**config.mk**
```make
export PLATFORM = sky130hd
export DESIGN_NAME = lcd_refresh_ctrl
export DESIGN_NICKNAME = d
export VERILOG_FILES = /design/src/rtl/lcd_pkg.sv /design/src/rtl/lcd_bus_strobe.sv /design/src/rtl/lcd_refresh_ctrl.sv
export SDC_FILE = /design/constraint.sdc
export NUM_CORES = 1
export LEC_CHECK = 0
export CORE_ASPECT_RATIO = 1.25
export CORE_MARGIN = 8
export CORE_UTILIZATION = 53
export CTS_CLUSTER_SIZE = 30
export DETAILED_ROUTE_END_ITERATION = 8
export GPL_ROUTABILITY_DRIVEN = 0
export GPL_TIMING_DRIVEN = 0
export PLACE_DENSITY = 0.76
export SETUP_SLACK_MARGIN = 0.02
export SLEW_MARGIN = 15
export SYNTH_ARGS = -nofsm -noshare
export SYNTH_HDL_FRONTEND = slang
export SYNTH_SLANG_ARGS = --single-unit
```
**constraint.sdc**
```tcl
create_clock -name CLOCK_50 -period 4.2 [get_ports CLOCK_50]
set_input_delay 0.84 -clock CLOCK_50 [delete_from_list [all_inputs] [get_ports CLOCK_50]]
set_output_delay 0.84 -clock CLOCK_50 [all_outputs]
set_load 0.05 [all_outputs]
```
**src/rtl/lcd_pkg.sv**
```systemverilog
// Purpose: shared constants, state types and step-decoding helpers for the HD44780 refresh controller.
// Latency: n/a (package).
// Backpressure: n/a (package).
package lcd_pkg;

    // HD44780 command bytes used by the init and refresh sequences
    localparam logic [7:0] CMD_FUNC_8B2L = 8'h38;
    localparam logic [7:0] CMD_DISP_ON   = 8'h0C;
    localparam logic [7:0] CMD_CLEAR     = 8'h01;
    localparam logic [7:0] CMD_ENTRY_INC = 8'h06;
    localparam logic [7:0] CMD_LINE1     = 8'h80;
    localparam logic [7:0] CMD_LINE2     = 8'hC0;

    // Step pointer landmarks: 0..3 init, 4 line-1 address, 5..20 line-1 chars,
    // 21 line-2 address, 22..37 line-2 chars
    localparam logic [5:0] STEP_INIT_LAST = 6'd3;
    localparam logic [5:0] STEP_LINE1     = 6'd4;
    localparam logic [5:0] STEP_LINE2     = 6'd21;
    localparam logic [5:0] STEP_LAST      = 6'd37;

    typedef enum logic [1:0] {
        ST_PWR_WAIT,
        ST_LOAD_IDX,
        ST_LOAD_DAT,
        ST_STROBE
    } ctrl_state_e;

    typedef enum logic [2:0] {
        BS_IDLE,
        BS_SETUP,
        BS_PULSE,
        BS_HOLD,
        BS_EXEC_WAIT
    } strobe_state_e;

    function automatic logic step_is_data(input logic [5:0] step);
        return (step > STEP_LINE1) && (step != STEP_LINE2);
    endfunction

    function automatic logic [4:0] step_index(input logic [5:0] step);
        return (step < STEP_LINE2) ? 5'(step - 6'd5) : 5'(step - 6'd6);
    endfunction

    function automatic logic [7:0] step_cmd(input logic [5:0] step);
        case (step)
            6'd0:       return CMD_FUNC_8B2L;
            6'd1:       return CMD_DISP_ON;
            6'd2:       return CMD_CLEAR;
            6'd3:       return CMD_ENTRY_INC;
            STEP_LINE2: return CMD_LINE2;
            default:    return CMD_LINE1;
        endcase
    endfunction

endpackage

```
**src/rtl/lcd_bus_strobe.sv**
```systemverilog
// Purpose: latches one byte/RS and runs the SETUP -> EN PULSE -> HOLD -> EXEC_WAIT bus cycle.
// Latency: done_o pulses T_SETUP+T_PULSE+T_HOLD+T_wait clocks after start_i.
// Backpressure: start_i is ignored while a cycle is in progress; caller waits for done_o.
// Ports: clk_i/rst_ni clock and async active-low reset; start_i/byte_i/rs_i load a byte;
//        en_o/rs_o/data_o drive the LCD bus; done_o marks the last EXEC_WAIT clock.
module lcd_bus_strobe
    import lcd_pkg::*;
#(
    parameter int unsigned T_SETUP = 2,
    parameter int unsigned T_PULSE = 16,
    parameter int unsigned T_HOLD  = 2,
    parameter int unsigned T_EXEC  = 2500,
    parameter int unsigned T_CLEAR = 100000
) (
    input  logic       clk_i,
    input  logic       rst_ni,
    input  logic       start_i,
    input  logic [7:0] byte_i,
    input  logic       rs_i,
    output logic       en_o,
    output logic       rs_o,
    output logic [7:0] data_o,
    output logic       done_o
);

    localparam int unsigned M1    = (T_SETUP > T_PULSE) ? T_SETUP : T_PULSE;
    localparam int unsigned M2    = (M1 > T_HOLD) ? M1 : T_HOLD;
    localparam int unsigned M3    = (M2 > T_EXEC) ? M2 : T_EXEC;
    localparam int unsigned T_MAX = (M3 > T_CLEAR) ? M3 : T_CLEAR;
    // counter runs 0..T-1 inside a state
    localparam int unsigned CW    = (T_MAX > 1) ? $clog2(T_MAX) : 1;

    strobe_state_e state_q, state_d;
    logic [CW-1:0] cnt_q, cnt_d;
    logic [7:0]    data_q, data_d;
    logic          rs_q, rs_d;
    logic          clr_q, clr_d;
    logic          en_q, en_d;
    logic [31:0]   lim;
    logic          last;

    always_comb begin
        case (state_q)
            BS_SETUP:     lim = T_SETUP;
            BS_PULSE:     lim = T_PULSE;
            BS_HOLD:      lim = T_HOLD;
            BS_EXEC_WAIT: lim = clr_q ? T_CLEAR : T_EXEC;
            default:      lim = 32'd0;
        endcase
        last    = (32'(cnt_q) + 32'd1) >= lim;

        state_d = state_q;
        cnt_d   = cnt_q + CW'(1);
        data_d  = data_q;
        rs_d    = rs_q;
        clr_d   = clr_q;
        done_o  = 1'b0;

        case (state_q)
            BS_IDLE: begin
                cnt_d = '0;
                if (start_i) begin
                    state_d = BS_SETUP;
                    data_d  = byte_i;
                    rs_d    = rs_i;
                    // only the clear command (not a CGRAM char 0x01) needs the long wait
                    clr_d   = !rs_i && (byte_i == CMD_CLEAR);
                end
            end
            BS_SETUP: if (last) begin
                state_d = BS_PULSE;
                cnt_d   = '0;
            end
            BS_PULSE: if (last) begin
                state_d = BS_HOLD;
                cnt_d   = '0;
            end
            BS_HOLD: if (last) begin
                state_d = BS_EXEC_WAIT;
                cnt_d   = '0;
            end
            BS_EXEC_WAIT: if (last) begin
                state_d = BS_IDLE;
                cnt_d   = '0;
                done_o  = 1'b1;
            end
            default: begin
                state_d = BS_IDLE;
                cnt_d   = '0;
            end
        endcase

        en_d = (state_d == BS_PULSE);
    end

    always_ff @(posedge clk_i or negedge rst_ni) begin
        if (!rst_ni) begin
            state_q <= BS_IDLE;
            cnt_q   <= '0;
            data_q  <= 8'h00;
            rs_q    <= 1'b0;
            clr_q   <= 1'b0;
            en_q    <= 1'b0;
        end else begin
            state_q <= state_d;
            cnt_q   <= cnt_d;
            data_q  <= data_d;
            rs_q    <= rs_d;
            clr_q   <= clr_d;
            en_q    <= en_d;
        end
    end

    assign en_o   = en_q;
    assign rs_o   = rs_q;
    assign data_o = data_q;

endmodule

```
**src/rtl/lcd_refresh_ctrl.sv**
```systemverilog
// Purpose: powers up a 16x2 HD44780, runs its init, then refreshes 32 chars from lcd_index/lcd_char forever.
// Latency: per byte 2+T_SETUP+T_PULSE+T_HOLD+T_wait clocks; first EN rise T_PWR+2+T_SETUP after reset.
// Backpressure: none; the character source must answer within one clock of lcd_index changing.
// Ports: CLOCK_50/reset_n; lcd_char in, lcd_index out; init_done level, frame_done pulse;
//        LCD_* pins (LCD_DATA always driven since RW is tied low).
module lcd_refresh_ctrl
    import lcd_pkg::*;
#(
    parameter int unsigned T_PWR   = 750000,
    parameter int unsigned T_SETUP = 2,
    parameter int unsigned T_PULSE = 16,
    parameter int unsigned T_HOLD  = 2,
    parameter int unsigned T_EXEC  = 2500,
    parameter int unsigned T_CLEAR = 100000
) (
    input  logic       CLOCK_50,
    input  logic       reset_n,
    input  logic [7:0] lcd_char,
    output logic [4:0] lcd_index,
    output logic       init_done,
    output logic       frame_done,
    output logic       LCD_ON,
    output logic       LCD_BLON,
    output logic       LCD_RW,
    output logic       LCD_EN,
    output logic       LCD_RS,
    inout  wire  [7:0] LCD_DATA
);

    localparam int unsigned PW = (T_PWR > 1) ? $clog2(T_PWR) : 1;

    ctrl_state_e state_q, state_d;
    logic [5:0]  step_q, step_d;
    logic [4:0]  idx_q, idx_d;
    logic        init_q, init_d;
    logic        frame_q, frame_d;
    logic [PW-1:0] pcnt_q, pcnt_d;

    logic        start_w, done_w, rs_w;
    logic [7:0]  byte_w, data_w;

    always_comb begin
        state_d = state_q;
        step_d  = step_q;
        idx_d   = idx_q;
        init_d  = init_q;
        frame_d = 1'b0;
        pcnt_d  = '0;
        start_w = 1'b0;
        rs_w    = step_is_data(step_q);
        byte_w  = rs_w ? lcd_char : step_cmd(step_q);

        case (state_q)
            ST_PWR_WAIT: begin
                pcnt_d = pcnt_q + PW'(1);
                if ((32'(pcnt_q) + 32'd1) >= T_PWR) begin
                    state_d = ST_LOAD_IDX;
                    pcnt_d  = '0;
                end
            end
            ST_LOAD_IDX: state_d = ST_LOAD_DAT;
            ST_LOAD_DAT: begin
                start_w = 1'b1;
                state_d = ST_STROBE;
            end
            ST_STROBE: if (done_w) begin
                state_d = ST_LOAD_IDX;
                if (step_q == STEP_INIT_LAST) init_d = 1'b1;
                if (step_q == STEP_LAST) begin
                    step_d  = STEP_LINE1;
                    frame_d = 1'b1;
                end else begin
                    step_d  = step_q + 6'd1;
                end
            end
            default: state_d = ST_PWR_WAIT;
        endcase

        // Index is updated on LOAD entry so a registered source has one clock
        // before lcd_char is captured at the end of the second LOAD cycle.
        if (state_d == ST_LOAD_IDX && step_is_data(step_d)) idx_d = step_index(step_d);
    end

    always_ff @(posedge CLOCK_50 or negedge reset_n) begin
        if (!reset_n) begin
            state_q <= ST_PWR_WAIT;
            step_q  <= 6'd0;
            idx_q   <= 5'd0;
            init_q  <= 1'b0;
            frame_q <= 1'b0;
            pcnt_q  <= '0;
        end else begin
            state_q <= state_d;
            step_q  <= step_d;
            idx_q   <= idx_d;
            init_q  <= init_d;
            frame_q <= frame_d;
            pcnt_q  <= pcnt_d;
        end
    end

    lcd_bus_strobe #(
        .T_SETUP (T_SETUP),
        .T_PULSE (T_PULSE),
        .T_HOLD  (T_HOLD),
        .T_EXEC  (T_EXEC),
        .T_CLEAR (T_CLEAR)
    ) u_strobe (
        .clk_i   (CLOCK_50),
        .rst_ni  (reset_n),
        .start_i (start_w),
        .byte_i  (byte_w),
        .rs_i    (rs_w),
        .en_o    (LCD_EN),
        .rs_o    (LCD_RS),
        .data_o  (data_w),
        .done_o  (done_w)
    );

    assign LCD_DATA   = data_w;
    assign lcd_index  = idx_q;
    assign init_done  = init_q;
    assign frame_done = frame_q;
    assign LCD_ON     = 1'b1;
    assign LCD_BLON   = 1'b1;
    assign LCD_RW     = 1'b0;

endmodule

```
* After elaboration in Yosys (flattened, before gate mapping)
Index checks and enable logic that the tools add are counted.
** Word-level totals
- Register bits :: 66
- Latch bits :: 0
- Bits in writable memories :: 0
- Bits in read-only memories :: 0
- Input bits :: 10
- Output and inout bits :: 20
- Memories kept :: 0
** Cells by class
- $add $sub $neg :: 7
- Multiply operators :: 0
- Div/mod/pow operators :: 0
- Magnitude comparators :: 5
- Equal/unequal tests :: 17
- Shift-type cells :: 0
- Multiplexer cells :: 27
- Bitwise operators :: 0
- Reduce and logical (&&, ||, !) cells :: 12
** Operators with widths (count)
- 32-bit case mux with 3 select lines :: 1
- 17-bit 2-to-1 mux :: 3
- 20-bit 2-to-1 mux :: 2
- 8-bit case mux with 5 select lines :: 1
- 32-bit greater-or-equal comparator :: 1
- 20-bit by 1-bit adder with 21-bit output, second input constant :: 1
- 21-bit by 20-bit greater-or-equal comparator with 1-bit output, second input constant :: 1
- 20-bit by 1-bit adder with 20-bit output, second input constant :: 1
- 17-bit by 1-bit adder with 18-bit output, second input constant :: 1
- 6-bit 2-to-1 mux :: 3
- 17-bit by 1-bit adder with 17-bit output, second input constant :: 1
- 3-bit 2-to-1 mux :: 5
- 3-bit case mux with 5 select lines :: 1
- 6-bit by 2-bit == test with 1-bit output, second input constant :: 2
- 6-bit by 3-bit > comparator with 1-bit output, second input constant :: 2
- 6-bit by 5-bit inequality test with 1-bit output, second input constant :: 2
- 5-bit by 3-bit subtractor with 5-bit output, second input constant :: 2
- 3-bit by 2-bit == test with 1-bit output, second input constant :: 3
- 8-bit by 1-bit == test with 1-bit output, second input constant :: 1
- 8-bit 2-to-1 mux :: 1
- 2-bit case mux with 4 select lines :: 1
- 6-bit by 1-bit adder with 6-bit output, second input constant :: 1
- 6-bit by 1-bit == test with 1-bit output, second input constant :: 1
- 6-bit by 5-bit == test with 1-bit output, second input constant :: 1
- 18 further kinds :: 29

* Depth between registers and ports, before layout
- Word-level depth :: 11
- Gate-level depth with buffers :: 18

* Modules after synthesis
From an unflattened synthesis, not the netlist that was laid out.
** Second synthesis, totals
- Cells, all modules :: 469
- Area, all modules :: 4518.1 um2
** Modules (own cells, without submodules)
- lcd_refresh_ctrl :: instances 1, cells an instance 296, area each 2617.5 um2, sequential area each 875.8 um2
- lcd_bus_strobe :: instances 1, cells an instance 173, area each 1900.6 um2, sequential area each 775.7 um2

* Worst setup path before layout
No wires, ideal clock.
- Path type :: register -> register
- From :: register u_strobe.cnt_q[6]
- To :: register idx_q[0] (netlist: lcd_index[0])
- Setup time :: 125 ps
- Arrival time :: 3894 ps
- Required time :: 4075 ps
- Slack :: 182 ps
- Cell stages (with the launch flop) :: 15
- Buffers on the path :: 0
- Clock period less this slack :: 4018 ps
- Cells stage by stage :: dfrtp_1 -> nand4_2 -> nor3_1 -> and3_1 -> xor2_1 -> ha_1 -> a21oi_1 -> o2111ai_1 -> o21a_1 -> a211o_2 -> o211ai_1 -> mux2i_1 -> inv_1 -> o41ai_4 -> mux2_2
** On the way
- Longest elaborated chain between the ends :: 9
- Elaborated cells between the ends (all ways) :: 17
- Those cells by class :: add/sub (3); order compare (3); eq/ne (2); mux (7); reduce/logical (2)
** Ends and longest elaborated chain
- start, declared :: RTL line lcd_bus_strobe.sv:34 : logic [CW-1:0] cnt_q, cnt_d;
- start signal, assigned :: RTL line lcd_bus_strobe.sv:106 : cnt_q <= cnt_d;
- 17-bit by 1-bit adder with 18-bit output (*) :: RTL line lcd_bus_strobe.sv:50 : last = (32'(cnt_q) + 32'd1) >= lim;
- 32-bit greater-or-equal comparator (*) :: RTL line lcd_bus_strobe.sv:50
- 1-bit 2-to-1 mux (*) :: RTL line lcd_bus_strobe.sv:82 : BS_EXEC_WAIT: if (last) begin
- 1-bit 2-to-1 mux (*) :: RTL line lcd_bus_strobe.sv:59 : case (state_q)
- 6-bit 2-to-1 mux (*) :: RTL line lcd_refresh_ctrl.sv:66 : ST_STROBE: if (done_w) begin
- 6-bit 2-to-1 mux (*) :: RTL line lcd_refresh_ctrl.sv:53 : case (state_q)
- net step_d[3] :: RTL line lcd_refresh_ctrl.sv:33 : logic [5:0] step_q, step_d;
- 6-bit by 3-bit > comparator with 1-bit output / 6-bit by 5-bit inequality test with 1-bit output (equally long branches) :: RTL line lcd_pkg.sv:37 : return (step > STEP_LINE1) && (step != STEP_LINE2);
- 1-bit logical AND :: RTL line lcd_pkg.sv:37
- 1-bit logical AND :: RTL line lcd_refresh_ctrl.sv:81 : if (state_d == ST_LOAD_IDX && step_is_data(step_d)) idx_d = step_index(step_d);
- end signal, assigned :: RTL line lcd_refresh_ctrl.sv:95 : idx_q <= idx_d;
- end, declared :: RTL line lcd_refresh_ctrl.sv:34 : logic [4:0] idx_q, idx_d;
The timed path passes the listed nets; every way through them passes the cells marked *.
A chain may end at the register's enable or synchronous reset.

* Worst setup path after layout
- From :: register u_strobe.cnt_q[0]
- To :: register idx_q[1] (netlist: lcd_index[1])
** On the way
- Longest elaborated chain between the ends :: 9
- Elaborated cells between the ends (all ways) :: 17
- Those cells by class :: add/sub (3); order compare (3); eq/ne (2); mux (7); reduce/logical (2)
** Ends and longest elaborated chain (RTL line)
- 17-bit by 1-bit adder with 18-bit output (*) :: lcd_bus_strobe.sv:50
- 32-bit greater-or-equal comparator (*) :: lcd_bus_strobe.sv:50
- 1-bit 2-to-1 mux (*) :: lcd_bus_strobe.sv:82
- 1-bit 2-to-1 mux (*) :: lcd_bus_strobe.sv:59
- 6-bit 2-to-1 mux :: lcd_refresh_ctrl.sv:66
- 6-bit 2-to-1 mux :: lcd_refresh_ctrl.sv:53
- 6-bit by 3-bit > comparator with 1-bit output / 6-bit by 5-bit inequality test with 1-bit output (equally long branches) :: lcd_pkg.sv:37
- 1-bit logical AND :: lcd_pkg.sv:37
- 1-bit logical AND :: lcd_refresh_ctrl.sv:81
Every way passes the cells marked *; elsewhere a longest branch is shown, timed or not.

==> reports/qor.yml <==
post-route-min-period_ps: 4160
drive_above_1_share_pct: 19.0
vias: 3446
highest_layer: "met4"
clk_path_buf_depth: 2
cts_root_buf: "clkbuf_8"
hp-class: "primary input to asynchronous set/reset pin"
synth-seq-cells: 66
ys_seq_area_share_pct: 40.7
status: "completed"
htreeDepth: 3
ant_nets: 0
cp_slowest_cell: "dfrtp_2"
worst_pin_slew_ps: 956
wl_per_cell_um: 16.1
synth-main-ff-cell: "dfrtp_1"
grt_pass1_wl_um: 15400
seqCellArea_mm2: 0.00166
place_area_mm2: 0.00438
powerDensity_mw_per_mm2: 251
num_rows: 35
die-area_mm2: 0.0107
grt_max_degree: 39
vias_per_cell: 5.83
synth.distinct_cells: 65
worstPathRequired_ps: 4430
grt_use_total_pct: 17.8
critPathMaxStageDelay_ps: 450
cts_tree: "built"
fin_ws_ps: 42.8
hold_buffers: 0
antenna_found_initial: 0
fin_cells: 591
fin_nets: 526
skew_ps: 12.0
synth_edf_count: 0
max-cap-violations: 0
synth.avg_cell_area_um2: 9.15
finalMaxSlewViolations: 0
timing_hold_violations_final: 0
yosysWarnings: 0
drc: 0
die_y_um: 114
numCtsBuffers: 9
crit_buf_inv: 1
relSlewSlack_pct: 35.6
multiInputGateArea_mm2: 0.00241
path_cells: "ha_4 > nand4_1 > nor2_2 > nand2_1 > xnor2_2 > ha_1 > nand2_1 > o2111ai_1 > o21a_2 > a211o_4 > o211ai_1 > mux2i_2 > buf_4 > o21ai_0 > a21o_2 > mux2_2 > mux2_2"
core-area_mm2: 0.00740
post-place-ws_ps: -485
crit_type: "flop to flop"
post-route-period-util_pct: 99.0
start_util_pct: 54.9
die_x_um: 94.3
netlist_instances: 444
grt.overflow.total: 0
cp-start-kind: "flop"
wl_met2_um: 4790
cp.arrival_ps: 4390
route.met3.wl_um: 599
place.detailed.instances: 556
insertion_delay_ps: 350
wl_met1_um: 3960
postLayoutCellArea_mm2: 0.00487
dp_hpwl_um: 6440
num_io_pins: 30
clk_pin_slew_ps: 80
total_leakage_power_uw: 0.00220
num_antenna_cells: 0
fmax_mhz: 241
setup_viol: 0
cts.sink_count: 66
dr.first_iter.drc_count: 158
wirelength_um: 9540
crit_path_max_fanout: 7
final_util_pct: 65.8
synthToLayoutAreaGrowth_pct: 19.9
grt_pass1_vias: 3331
netlist_area_mm2: 0.00406
synthArstFlopShare_pct: 100
worst_setup_path_end_kind: "flop"
dr.pass1.iters: 5
fill_cells: 571
critPathTopFamily: "compound AO/OA/AOI/OAI gates"
placement.io_buffers: 18
irDropWorstVdd_mv: 0.261
## sequential cells by signal (all words and copies together) (netlist names)
| name | cells |
|---|---|
| LCD_DATA | 8 |
| frame_done | 1 |
| init_done | 1 |
| lcd_index | 5 |
| pcnt_q | 20 |
| state_q | 2 |
| step_q | 6 |
| u_strobe.clr_q | 1 |
| u_strobe.cnt_q | 17 |
| u_strobe.en_o | 1 |
| u_strobe.rs_o | 1 |
| u_strobe.state_q | 3 |
## cell families after synthesis
| logic type | synth area share, % |
|---|---|
| and+or+nand+nor | 23.2 |
| xor gates and xnor gates | 7.76 |
| muxes | 3.27 |
| adders and majority gates | 6.47 |
| AOI/OAI and AO/OA | 14.9 |
| other | 0.185 |
| DFF | 40.7 |
| buffers and inverters | 3.57 |
## cell usage after synthesis (all sizes together) (5+ instances only)
cell type	n	area, um^2
a21oi	13	65.1
a31oi	6	43.8
and3	12	76.3
buf	5	32.5
clkbuf	11	41.3
dfrtp	66	1650
ha	21	263
inv	19	71.3
mux2	10	113
nand2	44	165
nand3	17	85.1
nand4	11	75.1
nor2	62	233
nor2b	16	108
nor3	9	50.1
o21ai	17	96.4
xnor2	16	140
xor2	20	175
## final timing paths
| kind | cells past startpoint | end | from | slack, ps |
|---|---|---|---|---|
| worst min-delay path | 1 | pcnt_q[9] | reset_n | 400 |
| min in group CLOCK_50 | 1 | init_done | init_done | 480 |
| worst max register to register | 17 | lcd_index[1] | u_strobe.cnt_q[0] | 40 |
| max in group asynchronous | 2 | u_strobe.cnt_q[2] | reset_n | 3250 |
| worst min register to register | 1 | init_done | init_done | 480 |
| worst max-delay path | 17 | lcd_index[1] | u_strobe.cnt_q[0] | 40 |
## power breakdown
| part | leakage (uW) | internal [uW] | switching (uW) | total (uW) |
|---|---|---|---|---|
| Clock | 0.0000941 | 285 | 251 | 536 |
| Sequential | 0.000874 | 638 | 17.5 | 656 |
| Combinational | 0.00123 | 11.7 | 20.2 | 31.9 |
## per-layer routing
metal  track usage [%]  vias up
met5                 0        -
met4              6.89        0
met3              5.32       15
met2              29.9      120
met1              20.5     1646
li1                  -     1665
## through the flow
step / power, uW / hold WS [ps] / TNS [ps]
final: 1220 / 401 / 0
after global routing: 1260 / 418 / -276
after CTS: 1230 / 409 / 0
after detailed placement: 701 / 464 / -3170
after global placement: 699 / 460 / -1660
after floorplan: 677 / 463 / 0
## area by class of cell
class,instances,area share [%]
Inverter,19,1.46
Timing Repair Buffer,39,7.14
Multi-Input combinational cell,344,49.5
Tap cell,92,2.36
Clock buffer,10,2.83
Buffer,16,1.52
Clock inverter,5,1.13
Sequential cell,66,34.1
## cell usage in the layout, fill, tap and decap left out, types with 3 or more instances in the layout
master / n
dfrtp_1: 60
nor2_1: 59
nand2_1: 43
buf_4: 24
xor2_1: 19
ha_1: 19
inv_1: 17
clkdlybuf4s50_1: 17
nand3_1: 16
o21ai_0: 16
xnor2_1: 15
nor2b_1: 15
a21oi_1: 12
clkbuf_1: 11
nand4_1: 10
and3_1: 10
mux2_2: 10
clkbuf_8: 10
nor3_1: 7
dfrtp_2: 6
a31oi_1: 5
nor4_1: 4
nor2_2: 3
or4_1: 3
o22ai_1: 3
nor3b_1: 3
conb_1: 3
## worst register-to-register path, stage by stage, from the launching register on
cell,delay [ps]
dfrtp_2,450
ha_4,170
nand4_1,200
nor2_2,200
nand2_1,120
xnor2_2,170
ha_1,300
nand2_1,70
o2111ai_1,120
o21a_2,280
a211o_4,360
o211ai_1,300
mux2i_2,320
buf_4,170
o21ai_0,70
a21o_2,240
mux2_2,260
mux2_2,250
## what timing repair did
| item | in CTS | in global routing |
|---|---|---|
| buffers inserted | 5 | 15 |
| gates resized for setup | 9 | 23 |
| endpoints found under the setup margin | 15 | 7 |
| endpoints found under the hold margin | 0 | 0 |
| pin swaps | 3 | 10 |
(Power assumes the default switching activity.)
